## src/rtl/snn_ecg_pkg.sv

```systemverilog
// rtl/snn_ecg_pkg.sv - shared widths, FSM states and saturating increment for the ECG frame driver
package snn_ecg_pkg;

    localparam int N_IN  = 30;
    localparam int N_OUT = 5;
    localparam int CLS_W = 3;

    typedef enum logic [2:0] {
        ST_IDLE   = 3'd0,
        ST_ENC    = 3'd1,
        ST_KICK   = 3'd2,
        ST_WAIT   = 3'd3,
        ST_ARGMAX = 3'd4,
        ST_RESULT = 3'd5
    } state_e;

    // Counters up to 16 bits wide; callers zero-extend and pass their own ceiling.
    function automatic logic [15:0] sat_inc(input logic [15:0] v, input logic [15:0] max_v);
        return (v >= max_v) ? v : v + 16'd1;
    endfunction

endpackage

```

## src/rtl/snn_rate_encoder.sv

```systemverilog
// rtl/snn_rate_encoder.sv - per-channel 8b accumulate-and-fire rate encoder
module snn_rate_encoder
    import snn_ecg_pkg::*;
#(
    parameter int N_CH = N_IN
) (
    input  logic              clk,
    input  logic              rst_n,
    input  logic              clr_i,
    input  logic              step_en_i,
    input  logic [N_CH*8-1:0] frame_data_i,
    output logic [N_CH-1:0]   spikes_o
);

    logic [N_CH-1:0][7:0] acc_q;
    logic [N_CH-1:0][8:0] sum_d;
    logic [N_CH-1:0]      spikes_q;

    always_comb begin
        for (int i = 0; i < N_CH; i++) begin
            sum_d[i] = {1'b0, acc_q[i]} + {1'b0, frame_data_i[8*i +: 8]};
        end
    end

    // The carry out of each 8b accumulator is the spike; the residue carries over.
    always_ff @(posedge clk or negedge rst_n) begin
        if (!rst_n) begin
            acc_q    <= '0;
            spikes_q <= '0;
        end else if (clr_i) begin
            acc_q    <= '0;
            spikes_q <= '0;
        end else if (step_en_i) begin
            for (int i = 0; i < N_CH; i++) begin
                acc_q[i]    <= sum_d[i][7:0];
                spikes_q[i] <= sum_d[i][8];
            end
        end
    end

    assign spikes_o = spikes_q;

endmodule

```

## src/rtl/snn_ecg_frame_driver.sv

```systemverilog
// rtl/snn_ecg_frame_driver.sv - frame-level start/done initiator, spike counting and argmax for the ECG SNN
module snn_ecg_frame_driver
    import snn_ecg_pkg::*;
#(
    parameter int T_STEPS = 32,
    parameter int CNT_W   = 8,
    parameter int TIMEOUT = 1024
) (
    input  logic                   clk,
    input  logic                   rst_n,
    input  logic                   frame_valid,
    output logic                   frame_ready,
    input  logic [N_IN*8-1:0]      frame_data,
    output logic                   net_start,
    output logic [N_IN-1:0]        net_spikes_in,
    input  logic                   net_done,
    input  logic [N_OUT-1:0]       net_spikes_out,
    output logic                   result_valid,
    input  logic                   result_ready,
    output logic [CLS_W-1:0]       result_class,
    output logic [N_OUT*CNT_W-1:0] result_counts,
    output logic                   result_err,
    output logic                   busy
);

    localparam int          WC_W    = $clog2(TIMEOUT + 1);
    localparam logic [15:0] CNT_MAX = 16'((1 << CNT_W) - 1);

    state_e                      state_q;
    logic [N_IN*8-1:0]           frame_q;
    logic [7:0]                  step_q;
    logic [WC_W-1:0]             wcnt_q;
    logic [N_OUT-1:0][CNT_W-1:0] cnt_q;
    logic                        err_q;
    logic [CLS_W-1:0]            idx_q;
    logic [CLS_W-1:0]            best_idx_q;
    logic [CNT_W-1:0]            best_cnt_q;
    logic                        net_start_q;
    logic                        frame_ready_q;
    logic                        busy_q;
    logic                        result_valid_q;
    logic                        result_err_q;
    logic [CLS_W-1:0]            result_class_q;
    logic [N_OUT*CNT_W-1:0]      result_counts_q;

    logic                        accept;
    logic                        enc_step;
    logic [CNT_W-1:0]            cur_cnt;
    logic                        cur_better;
    logic [CLS_W-1:0]            best_idx_d;

    assign accept   = frame_valid && frame_ready_q;
    assign enc_step = (state_q == ST_ENC);

    snn_rate_encoder #(.N_CH(N_IN)) u_enc (
        .clk          (clk),
        .rst_n        (rst_n),
        .clr_i        (accept),
        .step_en_i    (enc_step),
        .frame_data_i (frame_q),
        .spikes_o     (net_spikes_in)
    );

    // Strict '>' keeps the lowest index on ties and on an all-zero frame.
    always_comb begin
        cur_cnt    = (idx_q < CLS_W'(N_OUT)) ? cnt_q[idx_q] : '0;
        cur_better = (cur_cnt > best_cnt_q);
        best_idx_d = cur_better ? idx_q : best_idx_q;
    end

    always_ff @(posedge clk or negedge rst_n) begin
        if (!rst_n) begin
            state_q         <= ST_IDLE;
            frame_q         <= '0;
            step_q          <= '0;
            wcnt_q          <= '0;
            cnt_q           <= '0;
            err_q           <= 1'b0;
            idx_q           <= '0;
            best_idx_q      <= '0;
            best_cnt_q      <= '0;
            net_start_q     <= 1'b0;
            frame_ready_q   <= 1'b1;
            busy_q          <= 1'b0;
            result_valid_q  <= 1'b0;
            result_err_q    <= 1'b0;
            result_class_q  <= '0;
            result_counts_q <= '0;
        end else begin
            net_start_q <= 1'b0;
            case (state_q)
                ST_IDLE: begin
                    if (accept) begin
                        frame_q       <= frame_data;
                        cnt_q         <= '0;
                        step_q        <= '0;
                        err_q         <= 1'b0;
                        idx_q         <= '0;
                        best_idx_q    <= '0;
                        best_cnt_q    <= '0;
                        frame_ready_q <= 1'b0;
                        busy_q        <= 1'b1;
                        state_q       <= ST_ENC;
                    end
                end
                ST_ENC: begin
                    net_start_q <= 1'b1;
                    state_q     <= ST_KICK;
                end
                ST_KICK: begin
                    wcnt_q  <= '0;
                    state_q <= ST_WAIT;
                end
                ST_WAIT: begin
                    if (net_done) begin
                        for (int k = 0; k < N_OUT; k++) begin
                            if (net_spikes_out[k]) begin
                                cnt_q[k] <= CNT_W'(sat_inc(16'(cnt_q[k]), CNT_MAX));
                            end
                        end
                        step_q  <= step_q + 8'd1;
                        state_q <= (step_q == 8'(T_STEPS - 1)) ? ST_ARGMAX : ST_ENC;
                    end else if (wcnt_q == WC_W'(TIMEOUT - 1)) begin
                        err_q   <= 1'b1;
                        state_q <= ST_ARGMAX;
                    end else begin
                        wcnt_q <= wcnt_q + 1'b1;
                    end
                end
                ST_ARGMAX: begin
                    best_idx_q <= best_idx_d;
                    best_cnt_q <= cur_better ? cur_cnt : best_cnt_q;
                    idx_q      <= idx_q + 1'b1;
                    if (idx_q == CLS_W'(N_OUT - 1)) begin
                        result_class_q  <= best_idx_d;
                        result_counts_q <= cnt_q;
                        result_err_q    <= err_q;
                        result_valid_q  <= 1'b1;
                        state_q         <= ST_RESULT;
                    end
                end
                ST_RESULT: begin
                    if (result_ready) begin
                        result_valid_q <= 1'b0;
                        frame_ready_q  <= 1'b1;
                        busy_q         <= 1'b0;
                        state_q        <= ST_IDLE;
                    end
                end
                default: state_q <= ST_IDLE;
            endcase
        end
    end

    assign frame_ready   = frame_ready_q;
    assign net_start     = net_start_q;
    assign result_valid  = result_valid_q;
    assign result_class  = result_class_q;
    assign result_counts = result_counts_q;
    assign result_err    = result_err_q;
    assign busy          = busy_q;

endmodule
```

## config.mk

```make
export PLATFORM = sky130hd
export DESIGN_NAME = snn_ecg_frame_driver
export DESIGN_NICKNAME = d
export VERILOG_FILES = /design/src/rtl/snn_ecg_pkg.sv /design/src/rtl/snn_rate_encoder.sv /design/src/rtl/snn_ecg_frame_driver.sv
export SDC_FILE = /design/constraint.sdc
export NUM_CORES = 2
export LEC_CHECK = 0
export ABC_CLOCK_PERIOD_IN_PS = 4400
export CORE_ASPECT_RATIO = 1.25
export CORE_MARGIN = 2
export CORE_UTILIZATION = 59
export CTS_BUF_LIST = sky130_fd_sc_hd__clkbuf_8 sky130_fd_sc_hd__clkbuf_16
export CTS_CLUSTER_DIAMETER = 120
export DETAILED_ROUTE_END_ITERATION = 16
export GPL_TIMING_DRIVEN = 0
export MAX_ROUTING_LAYER = met4
export PLACE_DENSITY_LB_ADDON = 0.3
export SLEW_MARGIN = 20
export SYNTH_ARGS = -nofsm -noshare
export SYNTH_HDL_FRONTEND = slang
export SYNTH_HIERARCHICAL = 1
export SYNTH_SLANG_ARGS = --single-unit
```

## constraint.sdc

```tcl
create_clock -name clk -period 4.4 [get_ports clk]
set_input_delay 0.88 -clock clk [delete_from_list [all_inputs] [get_ports clk]]
set_output_delay 0.88 -clock clk [all_outputs]
set_load 0.005 [all_outputs]
```

Word-level counts from Yosys, hierarchy flattened
Index checks and enable logic that the tools add are counted.
Operators by class
  $add $sub $neg: 38
  $lt $le $gt $ge: 8
  equality and inequality tests: 27
  muxes and demuxes: 51
  reduce and logical (&&, ||, !) cells: 23
Operators by type and width (count)
  240-bit two-way mux: 2
  8-bit by 8-bit adder with 9-bit output: 30
  8-bit two-way mux: 15
  40-bit two-way mux: 2
  40-bit case mux with 2 select lines: 1
  30-bit two-way mux: 2
  8-bit by 1-bit adder with 8-bit output, second input constant: 6
  8-bit >= comparator, second input constant: 5
  2-bit inequality test, second input constant: 18
  8-bit case mux with 2 select lines: 2
  5-bit AND reduction: 5
  8-bit binary-select mux with 3-bit select: 1
  3-bit two-way mux: 8
  11-bit two-way mux: 2
  11-bit case mux with 2 select lines: 1
  3-bit case mux with 6 select lines: 1
  3-bit AND reduction: 5
  3-bit case mux with 2 select lines: 2
  2-bit nonzero test: 6
  11-bit by 1-bit adder with 11-bit output, second input constant: 1
  11-bit by 10-bit equality test with 1-bit output, second input constant: 1
  3-bit equality test, second input constant: 3
  8-bit by 5-bit equality test with 1-bit output, second input constant: 1
  8-bit > comparator: 1
  12 further kinds: 26
Word-level totals
  flip-flop bits (word level): 635
  input bits: 250
  output and inout port bits: 78

Longest topological paths before layout
  word-level depth: 6
  depth in mapped cells: 10
  depth with buffers taken out: 9

Modules after synthesis
Netlist, hierarchy kept.
By module, submodules not included
  snn_rate_encoder: times used 1, cells an instance 2129, area each 20014.2 µm², sequential area each 6756.5 µm²
  snn_ecg_frame_driver: times used 1, cells an instance 1601, area each 15249.6 µm², sequential area each 9135.0 µm²

Least setup slack after synthesis
OpenSTA, ideal clock, no wires.
  path kind: register to register
  from: register idx_q[0]
  to: register best_cnt_q[1]
  data arrival time: 2949 ps
  setup slack: 1327 ps
  stages on the path, launching flop included: 11
  path buffers: 2
  cell sequence: dfrtp_1 buf_2 mux4_2 a22o_1 ha_1 and4b_1 a211oi_1 o22ai_1 nand2_1 buf_2 mux2_2
On the way
  longest elaborated chain between the ends: 6
  elaborated cells on any way between the ends: 9
  those cells by class: 2 x order compare; 1 x eq/ne; 5 x mux; 1 x reduce/logical
Ends and longest elaborated chain
  start, declared: RTL line snn_ecg_frame_driver.sv:35  | logic [CLS_W-1:0] idx_q;
  start signal, assigned: RTL line snn_ecg_frame_driver.sv:133  | idx_q <= idx_q + 1'b1;
  8-bit binary-select mux with 3-bit select: RTL line snn_ecg_frame_driver.sv:66  | cur_cnt = (idx_q < CLS_W'(N_OUT)) ? cnt_q[idx_q] : '0;
  8-bit two-way mux (implied by the code): RTL line snn_ecg_frame_driver.sv:66
  8-bit two-way mux *: RTL line snn_ecg_frame_driver.sv:66
  8-bit > comparator: RTL line snn_ecg_frame_driver.sv:67  | cur_better = (cur_cnt > best_cnt_q);
  2-bit inequality test (no source line)
  3-bit AND reduction (no source line)
  end signal, assigned: RTL line snn_ecg_frame_driver.sv:132  | best_cnt_q <= cur_better ? cur_cnt : best_cnt_q;
  end, declared: RTL line snn_ecg_frame_driver.sv:37  | logic [CNT_W-1:0] best_cnt_q;
Every way passes the cells marked *; elsewhere a longest branch is shown, timed or not. The select of a mux whose other input is x is not followed.
A chain may end at the register's enable or synchronous reset.

Worst setup path after layout
  from: register idx_q[0]
  to: register best_cnt_q[6]
Same word-level chain as after synthesis.

==> key figures <==
Placement
  – Post-DP Area: 39700 µm²
  – Global placement routability congestion: 0.937
  – Dpl hpwl: 71700 µm
  – Pre-CTS WS: 0.514 ns
  – Port buffer count: 326

Setup path
  – R2R cell count: 10
  – CP Launch Type: register
  – Reg2Reg Capture Point: best_cnt_q[6]$_DFFE_PN0P_
  – CP max stage delay: 0.55 ns
  – Cell mode on critical path: buf_2
  – CP Capture Type: register
  – Required @ worst endpoint: 4.90 ns
  – Critical Path Fanout Max: 10
  – Flop-to-flop setup slack: 0.85 ns
  – WP data arrival: 4.06 ns
  – Critical R2R Launch: idx_q[0]$_DFFE_PN0P_
  – Crit-path cells: buf_2 -> mux4_2 -> a22o_1 -> ha_1 -> and4b_1 -> a211oi_1 -> o22ai_1 -> nand2_1 -> buf_2 -> mux2_2
  – Worst path slowest cell: mux4_2
  – Critical path type: reg -> reg

STA
  – PnR worst setup slack: 0.848 ns
  – Worst hold slack: 0.183 ns
  – Fin. max-slew vios: 0
  – Skew final: 0.0191 ns
  – Worst-margin pin slew: 1.04 ns
  – Hold Vio Cnt, Final: 0
  – Max_slew headroom: 30.5%
  – Min cycle time layout: 3.55 ns
  – # setup viols final: 0
  – RSZ-0062 raised after global routing: false
  – Fin crit share: 80.7%
  – Fmax: 0.282 GHz
  – Setup TNS: 0 ns

Global route
  – Initial antenna violation count: 1
  – Total congestion overflow: 0
  – Total GRT Usage: 33.8%
  – Number of global-route vias before repair: 29606
  – Wire length of the first global-routing pass: 159000 µm
  – Largest net degree at the start of global routing: 102

Clock network
  – Max H-tree Level: 3
  – Clock Tree Root: clkbuf_16
  – Clock latency on the worst-skew pair: 0.62 ns
  – Post-CTS resize count: 0
  – Clock buffer depth: 3
  – Hold-fix buffers, CTS: 0
  – Clk sinks: 635
  – CTS tree: yes
  – TritonCTS Buffers: 68
  – Clk slew on worst S/H paths: 0.06 ns
  – Post-CTS setup buffers: 0

Power and ir drop
  – Worst vdd ir: 0.000429 V
  – Leakage: 0.0198 µW
  – Cell internal pwr: 17500 µW
  – Total power: 30100 µW
  – Switch Pwr: 12500 µW
  – Logic pwr share: 47.9%
  – Clock power frac: 20.0%
  – Power Density: 716 nW/µm²
  – Flop pwr share: 32.1%
  – Net Sw Frac: 41.7%

Synth
  – Synth Area per Inst: 9.45 µm²
  – Synthesis Warnings: 6
  – Seq cells post-synth: 635
  – Post-Synthesis Cell Area: 35300 µm²
  – Seq/Total Area, Yosys: 45.1%
  – Count of different cell masters after synthesis: 68
  – Syn_nets: 4267
  – Dominant synthesized flop cell: dfrtp_1
  – EDFF count, synth: 0
  – Synth async-reset ratio: 100%
  – Synth Instances: 3730

Drt
  – DRT iter0 DRCs: 2716
  – Total Routed Length: 102000 µm
  – DRC errors left: 0
  – Antenna Nets Post-Route: 0
  – WL/cell: 20.5 µm
  – Total vias in the final route: 30169
  – Vias/cell: 6.10
  – First-pass detailed-route iteration total: 6

Die
  – Row count: 100
  – Core footprint: 59300 µm²
  – Ports: 328
  – DIE WIDTH: 223 µm
  – DIE AREA: 61800 µm²
  – Die height: 277 µm
  – Starting density of the core: 59.5%

Finish
  – Final #Nets: 4671
  – Layout cell share with drive strength beyond 1: 7.32%
  – Most common cell after layout, fill and taps aside: nand2_1
  – P&R area growth vs syn: 19.2%
  – Design area: 42000 µm²
  – Most frequent cells in the layout: nand2_1, dfrtp_1, clkdlybuf4s50_1
  – Fillers: 4510

Status
  – Status: finished clean

Worst hold path
  – Min-delay worst type: in -> async

Flow run
  – Max cap viols: 0
## per-stage QoR
step                std cells  util, %
finish                   4949     70.9
detailed placement       4829     66.9
floorplan                3730        -
global placement         4821     66.6
global route             4949     70.9
CTS                      4948     70.9
## critical path: cells and delay by family (launching register included)
family,cells,cell delay [ns]
adders and majority gates,1,0.31
DFF,1,0.52
muxes,2,0.92
AOI/OAI and AO/OA,3,0.69
buffers and inverters,2,0.64
and+or+nand+nor,2,0.37
## cells in the mapped netlist, drive strengths merged (3+ instances only)
cell	count	area share [%]
a211oi	152	3.2
a21boi	27	0.57
a21o	32	0.68
a21oi	167	2.4
a22o	10	0.25
a31oi	34	0.60
a32o	30	0.85
a41oi	5	0.12
and3	6	0.11
and4	4	0.099
buf	102	1.8
clkbuf	64	0.68
dfrtp	634	45
fa	30	1.7
ha	257	9.1
inv	49	0.52
mux2	82	2.6
mux2i	64	1.8
mux4	8	0.51
nand2	954	10
nand2b	66	1.2
nand3	85	1.2
nand3b	3	0.099
nand4	20	0.35
nor2	208	2.2
nor2b	5	0.089
nor3	38	0.55
nor4	5	0.12
o2111ai	31	0.77
o21a	4	0.085
o21ai	278	4.0
o22ai	5	0.089
o2bb2ai	4	0.099
o31ai	37	0.79
o41ai	31	0.77
or3	35	0.64
xnor2	103	2.6
xor2	41	1.0
## power groups by stage
stage	clock network, µW	registers, µW	logic, µW
2_1_floorplan	0	9100	10300
3_3_place_gp	0	9670	13500
3_5_place_dp	0	9680	14000
4_1_cts	6070	9630	14200
5_1_grt	6300	9870	15900
6_report	6010	9670	14400
## sequential cells by signal, summed over array words and instances, names as in the netlist
register and count:
best_cnt_q 8, best_idx_q 3, busy 1, cnt_q 40, err_q 1, frame_q 240, frame_ready 1, idx_q 3
net_start 1, result_class 3, result_counts 40, result_err 1, result_valid 1, state_q 3, step_q 8, u_enc/acc_q 240
u_enc/spikes_o 30, wcnt_q 11
## layer usage
layer | GRT usage, % | up-vias | part of all wire, %
met5 | - | - | 0
met4 | 14.1 | 0 | 3.9
met3 | 4.64 | 256 | 7.4
met2 | 54.8 | 1250 | 48
met1 | 43.0 | 14684 | 41
li1 | - | 13979 | -
## cells by family (layout without fill, tap and decap cells)
family | count (synthesis) | count (layout) | share of synthesized area [%]
AND/OR/NAND/NOR | 1438 | 1438 | 17.0
AO/OA/AOI/OAI | 856 | 856 | 15.5
flip-flops | 635 | 635 | 45.1
adder cells (fa/ha/maj) | 287 | 287 | 10.8
buffers and inverters | 216 | 669 | 2.99
multiplexers | 154 | 154 | 4.95
XOR/XNOR | 144 | 144 | 3.58
other | 0 | 1 | 0
## how the worst max path moves through the flow
stage | startpoint | to | slack (ns) | cells past startpoint
floorplan | idx_q[0]$_DFFE_PN0P_ | best_cnt_q[1]$_DFFE_PN0P_ | 1.33 | 10
global placement | rst_n | frame_q[233]$_DFFE_PN0P_ | -25.72 | 1
detailed placement | frame_valid | frame_q[188]$_DFFE_PN0P_ | 0.51 | 8
CTS | idx_q[0]$_DFFE_PN0P_ | best_cnt_q[1]$_DFFE_PN0P_ | 0.89 | 10
global route | idx_q[0]$_DFFE_PN0P_ | best_cnt_q[6]$_DFFE_PN0P_ | 0.68 | 10
finish | idx_q[0]$_DFFE_PN0P_ | best_cnt_q[6]$_DFFE_PN0P_ | 0.85 | 10
## cell type report
class | count | area, µm² | share of cell area (%)
multi-input combinational | 2879 | 18300 | 43.6
tap | 765 | 957 | 2.28
clock inverter | 32 | 335 | 0.798
sequential | 635 | 15900 | 37.8
buffer | 166 | 868 | 2.07
antenna | 1 | 2.50 | 0.00595
clock buffer | 87 | 2000 | 4.75
timing repair buffer | 334 | 3470 | 8.25
inverter | 50 | 188 | 0.447
(Power assumes the default switching activity.)
